File: src/rtl/inst_prefetch_buffer.sv
// rtl/inst_prefetch_buffer.sv - sequential instruction prefetch queue between RV32E fetch port and instruction memory
// Hides memory latency with an in-order prefetch queue; redirects flush it and drain stale responses.
module inst_prefetch_buffer #(
    parameter int unsigned DEPTH    = 4,
    parameter logic [31:0] NOP_INST = 32'h0000_0013
) (
    input  logic        clk,
    input  logic        rst,
    input  logic [31:0] core_addr,
    output logic [31:0] core_inst,
    output logic        core_ready,
    output logic        mem_req,
    output logic [31:0] mem_addr,
    input  logic        mem_gnt,
    input  logic        mem_rvalid,
    input  logic [31:0] mem_rdata
);

    localparam int unsigned PW = (DEPTH > 1) ? $clog2(DEPTH) : 1;
    localparam int unsigned CW = $clog2(DEPTH + 1);
    // Discard can exceed DEPTH after back-to-back redirects, so give it headroom.
    localparam int unsigned DW = CW + 4;
    localparam logic [CW:0] DEPTH_W = (CW + 1)'(DEPTH);

    logic [31:0]      q_data [DEPTH];
    logic [DEPTH-1:0] q_valid;
    logic [PW-1:0]    head_ptr;
    logic [PW-1:0]    tail_ptr;
    logic [CW-1:0]    occupancy;
    logic [CW-1:0]    outstanding;
    logic [DW-1:0]    discard;
    logic [31:0]      head_addr;
    logic [31:0]      fetch_addr;

    logic             head_valid;
    logic             hit;
    logic             redirect;
    logic             drop_resp;
    logic             live_resp;
    logic             push;
    logic             grant;
    logic [CW:0]      inflight;
    logic [DW-1:0]    discard_dec;
    logic [DW-1:0]    discard_redirect;

    always_comb begin
        tail_ptr   = head_ptr + occupancy[PW-1:0];
        head_valid = q_valid[head_ptr];
        hit        = head_valid && (core_addr == head_addr);
        redirect   = (core_addr != head_addr) &&
                     !((occupancy == '0) && (core_addr == fetch_addr));
        drop_resp  = mem_rvalid && (discard != '0);
        live_resp  = mem_rvalid && (discard == '0) && (outstanding != '0);
        push       = live_resp && !redirect;
        // A hit this cycle frees its slot in time for a same-cycle request.
        inflight   = {1'b0, occupancy} + {1'b0, outstanding} - {{CW{1'b0}}, hit};
        mem_req    = !rst && (redirect || (inflight < DEPTH_W));
        mem_addr   = redirect ? core_addr : fetch_addr;
        grant      = mem_req && mem_gnt;
        discard_dec      = discard - DW'(drop_resp);
        // A live response landing with the redirect is already accounted for.
        discard_redirect = discard_dec + DW'(outstanding) - DW'(live_resp);
    end

    always_ff @(posedge clk) begin
        if (push) begin
            q_data[tail_ptr] <= mem_rdata;
        end
    end

    always_ff @(posedge clk) begin
        if (rst) begin
            q_valid     <= '0;
            head_ptr    <= '0;
            occupancy   <= '0;
            outstanding <= '0;
            discard     <= '0;
            head_addr   <= '0;
            fetch_addr  <= '0;
            core_ready  <= 1'b0;
            core_inst   <= NOP_INST;
        end else begin
            core_ready <= hit;
            core_inst  <= hit ? q_data[head_ptr] : NOP_INST;
            if (redirect) begin
                q_valid     <= '0;
                head_ptr    <= '0;
                occupancy   <= '0;
                head_addr   <= core_addr;
                discard     <= discard_redirect;
                outstanding <= grant ? CW'(1) : '0;
                fetch_addr  <= grant ? core_addr + 32'd4 : core_addr;
            end else begin
                if (push) begin
                    q_valid[tail_ptr] <= 1'b1;
                end
                if (hit) begin
                    q_valid[head_ptr] <= 1'b0;
                    head_ptr          <= head_ptr + PW'(1);
                    head_addr         <= head_addr + 32'd4;
                end
                occupancy   <= occupancy + CW'(push) - CW'(hit);
                outstanding <= outstanding + CW'(grant) - CW'(push);
                discard     <= discard_dec;
                if (grant) begin
                    fetch_addr <= fetch_addr + 32'd4;
                end
            end
        end
    end

endmodule

File: config.mk
export PLATFORM = sky130hd
export DESIGN_NAME = inst_prefetch_buffer
export DESIGN_NICKNAME = d
export VERILOG_FILES = /design/src/rtl/inst_prefetch_buffer.sv
export SDC_FILE = /design/constraint.sdc
export NUM_CORES = 1
export LEC_CHECK = 0
export CAP_MARGIN = 15
export CORE_AREA = 4 4 216 239
export DETAILED_ROUTE_END_ITERATION = 12
export DIE_AREA = 0 0 220 243
export DONT_BUFFER_PORTS = 1
export PLACE_DENSITY = 0.48
export SLEW_MARGIN = 40
export SYNTH_ARGS = -nofsm -noshare
export SYNTH_HDL_FRONTEND = slang
export SYNTH_SLANG_ARGS = --single-unit
export TNS_END_PERCENT = 50
File: constraint.sdc
create_clock -name clk -period 7.1 [get_ports clk]
set_clock_uncertainty 0.15 [all_clocks]
set_input_delay 0 -clock clk [delete_from_list [all_inputs] [get_ports clk]]
set_output_delay 0 -clock clk [all_outputs]
set_load 0.1 [all_outputs]
**Yosys cells after proc, flatten, opt, wreduce, memory -nomap -nowiden**

Memory sizes are Yosys's and may differ from the RTL's. A register that Yosys moved wholly into a read port is not among the register bits.
Cells that the tools add are included.

- Register bits after elaboration: 84
- Memory bits (writable): 128
- Input bits: 68
- Output and inout port bits: 66
- Word-level logic and storage cells: 79
- Memories kept: 1

Memories:

| name | words | bits a word | rd ports | clocked after Yosys merged registers in | write ports | RTL line | source |
|---|---|---|---|---|---|---|---|
| q_data | 4 | 32 | 1 | 1 | 1 | 25 | `logic [31:0] q_data [DEPTH];` |

- Add/subtract/negate cells: 14
- Order comparisons: 5
- Eq/ne operators: 3
- Muxes and demuxes: 21
- Bitwise gates (word level): 4
- Reductions and logical operators: 23

Operator list:

| operator | number |
|---|---|
| $mux W32 | 6 |
| $add A32 B3 Y32 const B | 3 |
| $eq A32 B32 Y1 | 2 |
| $ne A32 B32 Y1 | 1 |
| $mux W4 | 4 |
| $sub A7 B1 Y7 | 2 |
| $logic_and A1 B1 Y1 | 11 |
| $add A7 B3 Y7 | 1 |
| $logic_not A7 Y1 | 1 |
| $mux W7 | 1 |
| $reduce_bool A7 Y1 | 1 |
| $add A3 B1 Y3 | 2 |
| $lt A2 B3 Y1 const B | 2 |
| $mux W1 | 6 |
| $sub A3 B1 Y3 | 2 |
| $add A3 B3 Y4 | 1 |
| $and A4 B4 Y4 | 1 |
| $demux W1 S2 | 2 |
| $ge A2 B1 Y1 const B | 2 |
| $lt A4 B3 Y1 const B | 1 |
| $not A4 Y4 | 1 |
| $or A4 B4 Y4 | 1 |
| $reduce_bool A2 Y1 | 2 |
| $reduce_or A2 Y1 | 2 |
| other kinds (10) | 12 |

**Longest topological paths before layout**

- Depth in word-level cells: 11
- Gate-level depth with buffers: 21
- Gate-level depth less buffers: 19

**Least setup slack after synthesis**

No wires, ideal clock.

- Path type: reg-to-reg
- Start point: register head_addr[15]
- End point: memory q_data[0][0], enable pin
- Arrival: 3,865 ps
- Slack: 2,624 ps
- Stages on the path, launching flop included: 9
- Buffers on the path: 1
- Clock period less this slack: 4,476 ps
- Path through: dfxtp_1 buf_4 xnor2_1 nand4_1 nor4_2 nand2_1 nand2_1 nand2_1 nor3_1

- Word-level cells in the longest chain between the ends: 6

Ends and longest elaborated chain:

| element | RTL line | source |
|---|---|---|
| start, declared | 32 | `logic [31:0] head_addr;` |
| start signal, assigned | 89 | `head_addr <= core_addr;` |
| start signal, assigned | 100 | `head_addr <= head_addr + 32'd4;` |
| $ne A32 B32 Y1 | 50 | `redirect = (core_addr != head_addr) &&` |
| $logic_and A1 B1 Y1 | 50 |  |
| $logic_not A1 Y1 | 54 | `push = live_resp && !redirect;` |
| $logic_and A1 B1 Y1 | 54 |  |
| $mux W1 | 66 | `if (push) begin` |
| $mux W1 (implied by the code) | 67 | `q_data[tail_ptr] <= mem_rdata;` |
| end, declared | 25 |  |

Every way passes these cells.

**Final worst setup path**

- Start point: register head_addr[9]
- End point: register fetch_addr[5]

- Word-level cells in the longest chain between the ends: 9

Ends and longest elaborated chain:

| element | RTL line | source |
|---|---|---|
| $eq A32 B32 Y1 | 49 | `hit = head_valid && (core_addr == head_addr);` |
| $logic_and A1 B1 Y1 | 49 |  |
| $sub A4 B1 Y4 | 56 | `inflight = {1'b0, occupancy} + {1'b0, outstanding} - {{CW{1'b0}}, hit};` |
| $lt A4 B3 Y1 | 57 | `mem_req = !rst && (redirect \|\| (inflight < DEPTH_W));` |
| $logic_or A1 B1 Y1 | 57 |  |
| $logic_and A1 B1 Y1 | 57 |  |
| $logic_and A1 B1 Y1 | 59 | `grant = mem_req && mem_gnt;` |
| $mux W32 | 92 | `fetch_addr <= grant ? core_addr + 32'd4 : core_addr;` |
| $mux W32 | 85 | `if (redirect) begin` |
| end signal, assigned | 92 |  |
| end signal, assigned | 106 | `fetch_addr <= fetch_addr + 32'd4;` |
| end, declared | 33 | `logic [31:0] fetch_addr;` |

Several ways; a longest one is shown, not always the timed one.
A chain may end at the register's enable or synchronous reset.

==> results by group <==
Worst setup path
  – WP data required: 7.47 ns
  – Worst setup SP type: register
  – Highest fanout seen on the critical path: 19
  – WS Path Type: reg -> reg
  – Kind of capture point of the worst setup path: register
  – Data arrival time at the worst-slack endpoint: 6.08 ns

Global routing
  – Number of antenna violations at the first check in global routing: 1
  – Pin count of the biggest net entering global routing: 81
  – Global-route usage over all layers: 13.64%
  – Grt ovf: 0
  – Via count of the first global-routing pass: 9,097
  – First-pass GRT wire length: 56,430 um

Floorplan
  – Die W: 220 um
  – Starting Density: 24.81%
  – Row Count: 85
  – Core area: 0.04892 sq mm
  – Number of I/O pins: 134
  – Die area: 0.05346 sq mm
  – Die outline height: 243 um

Logic synthesis
  – Largest family of logic cells by synthesized area: simple AND/OR/NAND/NOR gates
  – Simple-gate portion of the synthesized area: 16.92%
  – Most instantiated flip-flop cell in the synthesis netlist: edfxtp_1
  – Yosys warnings: 0
  – Number of synthesized flops with an enable pin: 128
  – Portion of the post-synthesis area used by sequential elements: 50.80%
  – XOR/XNOR share of the synthesized area: 10.68%
  – Synthesized-area fraction occupied by adder cells: 3.381%
  – Post-synthesis net count: 1,233
  – Flip-flop and latch count after synthesis: 244
  – Number of instances in the synthesized netlist: 1,134
  – Average cell area after synthesis: 10.70 sq um
  – Syn Std Cell Area: 0.01214 sq mm
  – Share of flip-flops with an asynchronous set or reset after synthesis: 0%
  – Post-synthesis compound-gate area fraction: 7.391%
  – Mux share of post-synthesis cell area: 6.474%
  – Cell variety after synth: 58

Run status
  – Status: finished clean

Placement
  – Buffers on Ports: 0
  – Final HPWL DP: 23,330 um
  – DP Area: 0.01289 sq mm
  – Placer Congestion: 0.9016

Timing
  – Post-layout min period: 5.710 ns
  – Setup-violating endpoint count in the final report: 0
  – Final period utilization: 80.42%
  – RSZ-0062 raised after global routing: no
  – Slew Viols, Final: 0
  – Transition time of the tightest slew-check pin: 0.9130 ns
  – Aggregate negative setup slack: 0 ns
  – Max frequency: 175.1 MHz
  – Total count of hold-check failures in the final report: 0
  – Max transition margin: 39.00%

Clock tree
  – Clk pin slew, worst setup/hold paths: 0.06 ns
  – Cells resized by post-CTS repair: 0
  – Cts hold-fix bufs: 116
  – Bufs on Longest Clock Path: 3
  – Clock sink total: 244
  – Clock tree from TritonCTS: built
  – Worst-skew pair later-pin latency: 0.58 ns
  – Root buffer cell: clkbuf_16
  – Maximum level of the CTS H-tree: 1
  – Post-CTS Repair Setup Buffers: 0
  – Number of buffers created by CTS: 29

Routing
  – Initial detailed-routing violation count: 725
  – Per-cell via count in the routed design: 4.702
  – Total number of vias: 8,859
  – Pre-antenna DRT Iters: 4
  – DRT antenna net count: 0
  – DR DRC count: 0
  – Final routed wire length divided by cell count: 19.70 um
  – Wirelength, routed: 37,110 um

Hold path
  – Hold Path Class: in -> reg

Flow run
  – Maximum capacitance violations: 0

Cells and area
  – Number of nets in the finished design: 1,308
  – Synthesis-to-finish area growth: 23.67%
  – Final core occ: 30.68%
  – Layout Cell Area excl Fill: 0.01501 sq mm
  – Share of post-route cells with drive strength above 1: 14.04%
  – ANT cells: 0

Pwr
  – Static leakage power: 4.927 nW
  – Total power draw: 3.716 mW
  – Power per Cell Area: 247.5 mW/mm^2
  – Maximum vdd drop: 244.3 uV
registers in the layout, indices dropped and copies added (netlist names):
register,flops
head_addr,32
q_valid,4
fetch_addr,32
core_ready,1
core_inst,32
discard,7
outstanding,3
occupancy,3
head_ptr,2
q_data,128
report_power, final:
group	internal, mW	switching [mW]	total [mW]
clock network	0.842	0.612	1.45
registers	1.52	0.0463	1.57
logic	0.307	0.385	0.692
cells by family (layout without fill, tap and decap cells):
kind of cell / count (synthesis) / count (layout)
AND/OR/NAND/NOR: 414 / 414
flip-flops: 244 / 244
AO/OA/AOI/OAI: 128 / 128
buffers and inverters: 131 / 229
multiplexers: 38 / 38
adder cells (fa/ha/maj): 31 / 31
XOR/XNOR: 148 / 148
path summary, 6_finish.rpt:
path                                     end                 startpoint  depth (start not counted)  slack (ns)
hold / removal        q_data[3][7]$_DFFE_PP_               mem_rdata[7]                          1        0.03
setup / recovery  fetch_addr[5]$_SDFFE_PP0P_  head_addr[9]$_SDFFE_PP0P_                         17        1.39
setup reg to reg  fetch_addr[5]$_SDFFE_PP0P_  head_addr[9]$_SDFFE_PP0P_                         17        1.39
hold reg to reg    head_addr[0]$_SDFFE_PP0P_  head_addr[0]$_SDFFE_PP0P_                          2        0.32
through the flow:
| step | std cells | hold WS [ns] | worst slack, ns |
|---|---|---|---|
| after floorplan | 1134 | -0.05113 | 2.624 |
| after global placement | 1714 | -0.05095 | 2.721 |
| after detailed placement | 1714 | -0.05094 | 2.570 |
| after CTS | 1884 | 0.002084 | 1.455 |
| after global routing | 1884 | 0.01322 | 1.100 |
| final | 1884 | 0.03222 | 1.390 |
cell usage in the layout (no fill, tap or decap), drive strengths merged, types with 13 or more instances in the layout:
cell / count
inv: 49
nand2: 129
a31oi: 15
dlygate4sd3: 115
o21ai: 13
ha: 28
nor2b: 32
nor3: 24
nor2: 82
nand3: 37
nand4: 40
a21oi: 18
dfxtp: 116
mux4: 32
and3: 16
xnor2: 121
edfxtp: 128
buf: 13
xor2: 27
clkbuf: 39
a211oi: 46
cell usage after synthesis (5+ instances only):
cell	number	area (sq um)
a21oi_1	18	90.09
a31oi_1	15	93.84
mux4_2	32	720.7
a311oi_1	5	43.79
clkbuf_1	55	206.5
or3_1	11	68.82
o211ai_1	5	37.54
nand3_1	37	185.2
and4_1	7	61.31
nor3_1	23	115.1
dfxtp_1	116	2322
and2_1	5	31.28
and3_1	16	100.1
a211oi_1	46	345.3
edfxtp_1	128	3844
nor2_1	82	307.8
nor4_1	9	56.30
buf_2	23	115.1
xor2_1	27	236.5
xnor2_1	121	1060
nand2_1	129	484.2
inv_1	46	172.7
nor2b_1	32	200.2
nand2b_1	5	31.28
o21ai_0	13	65.06
or4_1	5	37.54
nand4_1	40	250.2
ha_1	28	350.3
critical path: stages (launching register included):
cell and delay [ns]:
dfxtp_1 0.43, xnor2_1 0.17, nand4_1 0.11, dlygate4sd3_1 0.58
nor4_2 0.29, dlygate4sd3_1 0.65, o2111ai_2 0.14, inv_2 0.33
ha_1 0.22, inv_1 0.04, ha_1 0.21, nor4bb_1 0.38
nand2_1 0.12, a31oi_1 0.68, nand4_1 0.19, xor2_1 0.18
a211oi_1 0.23, dlygate4sd3_1 0.56
final cells by class:
cell class | count | area (sq um)
Tap cell | 652 | 815.8
Sequential cell | 244 | 6210
Clock inverter | 15 | 117.6
Multi-Input combinational cell | 759 | 5605
Clock buffer | 39 | 813.3
Inverter | 47 | 176.4
Timing Repair Buffer | 128 | 1272
Fill cell | 5019 | 33910
metal layers:
metal / wire length (um) / up-vias / track usage (%)
li1: - / 4203 / -
met5: 13 / - / 0
met2: 17250 / 304 / 22.18
met3: 2930 / 58 / 3.852
met1: 16040 / 4292 / 17.90
met4: 878 / 2 / 3.399
Power figures use the tool's default switching activity.
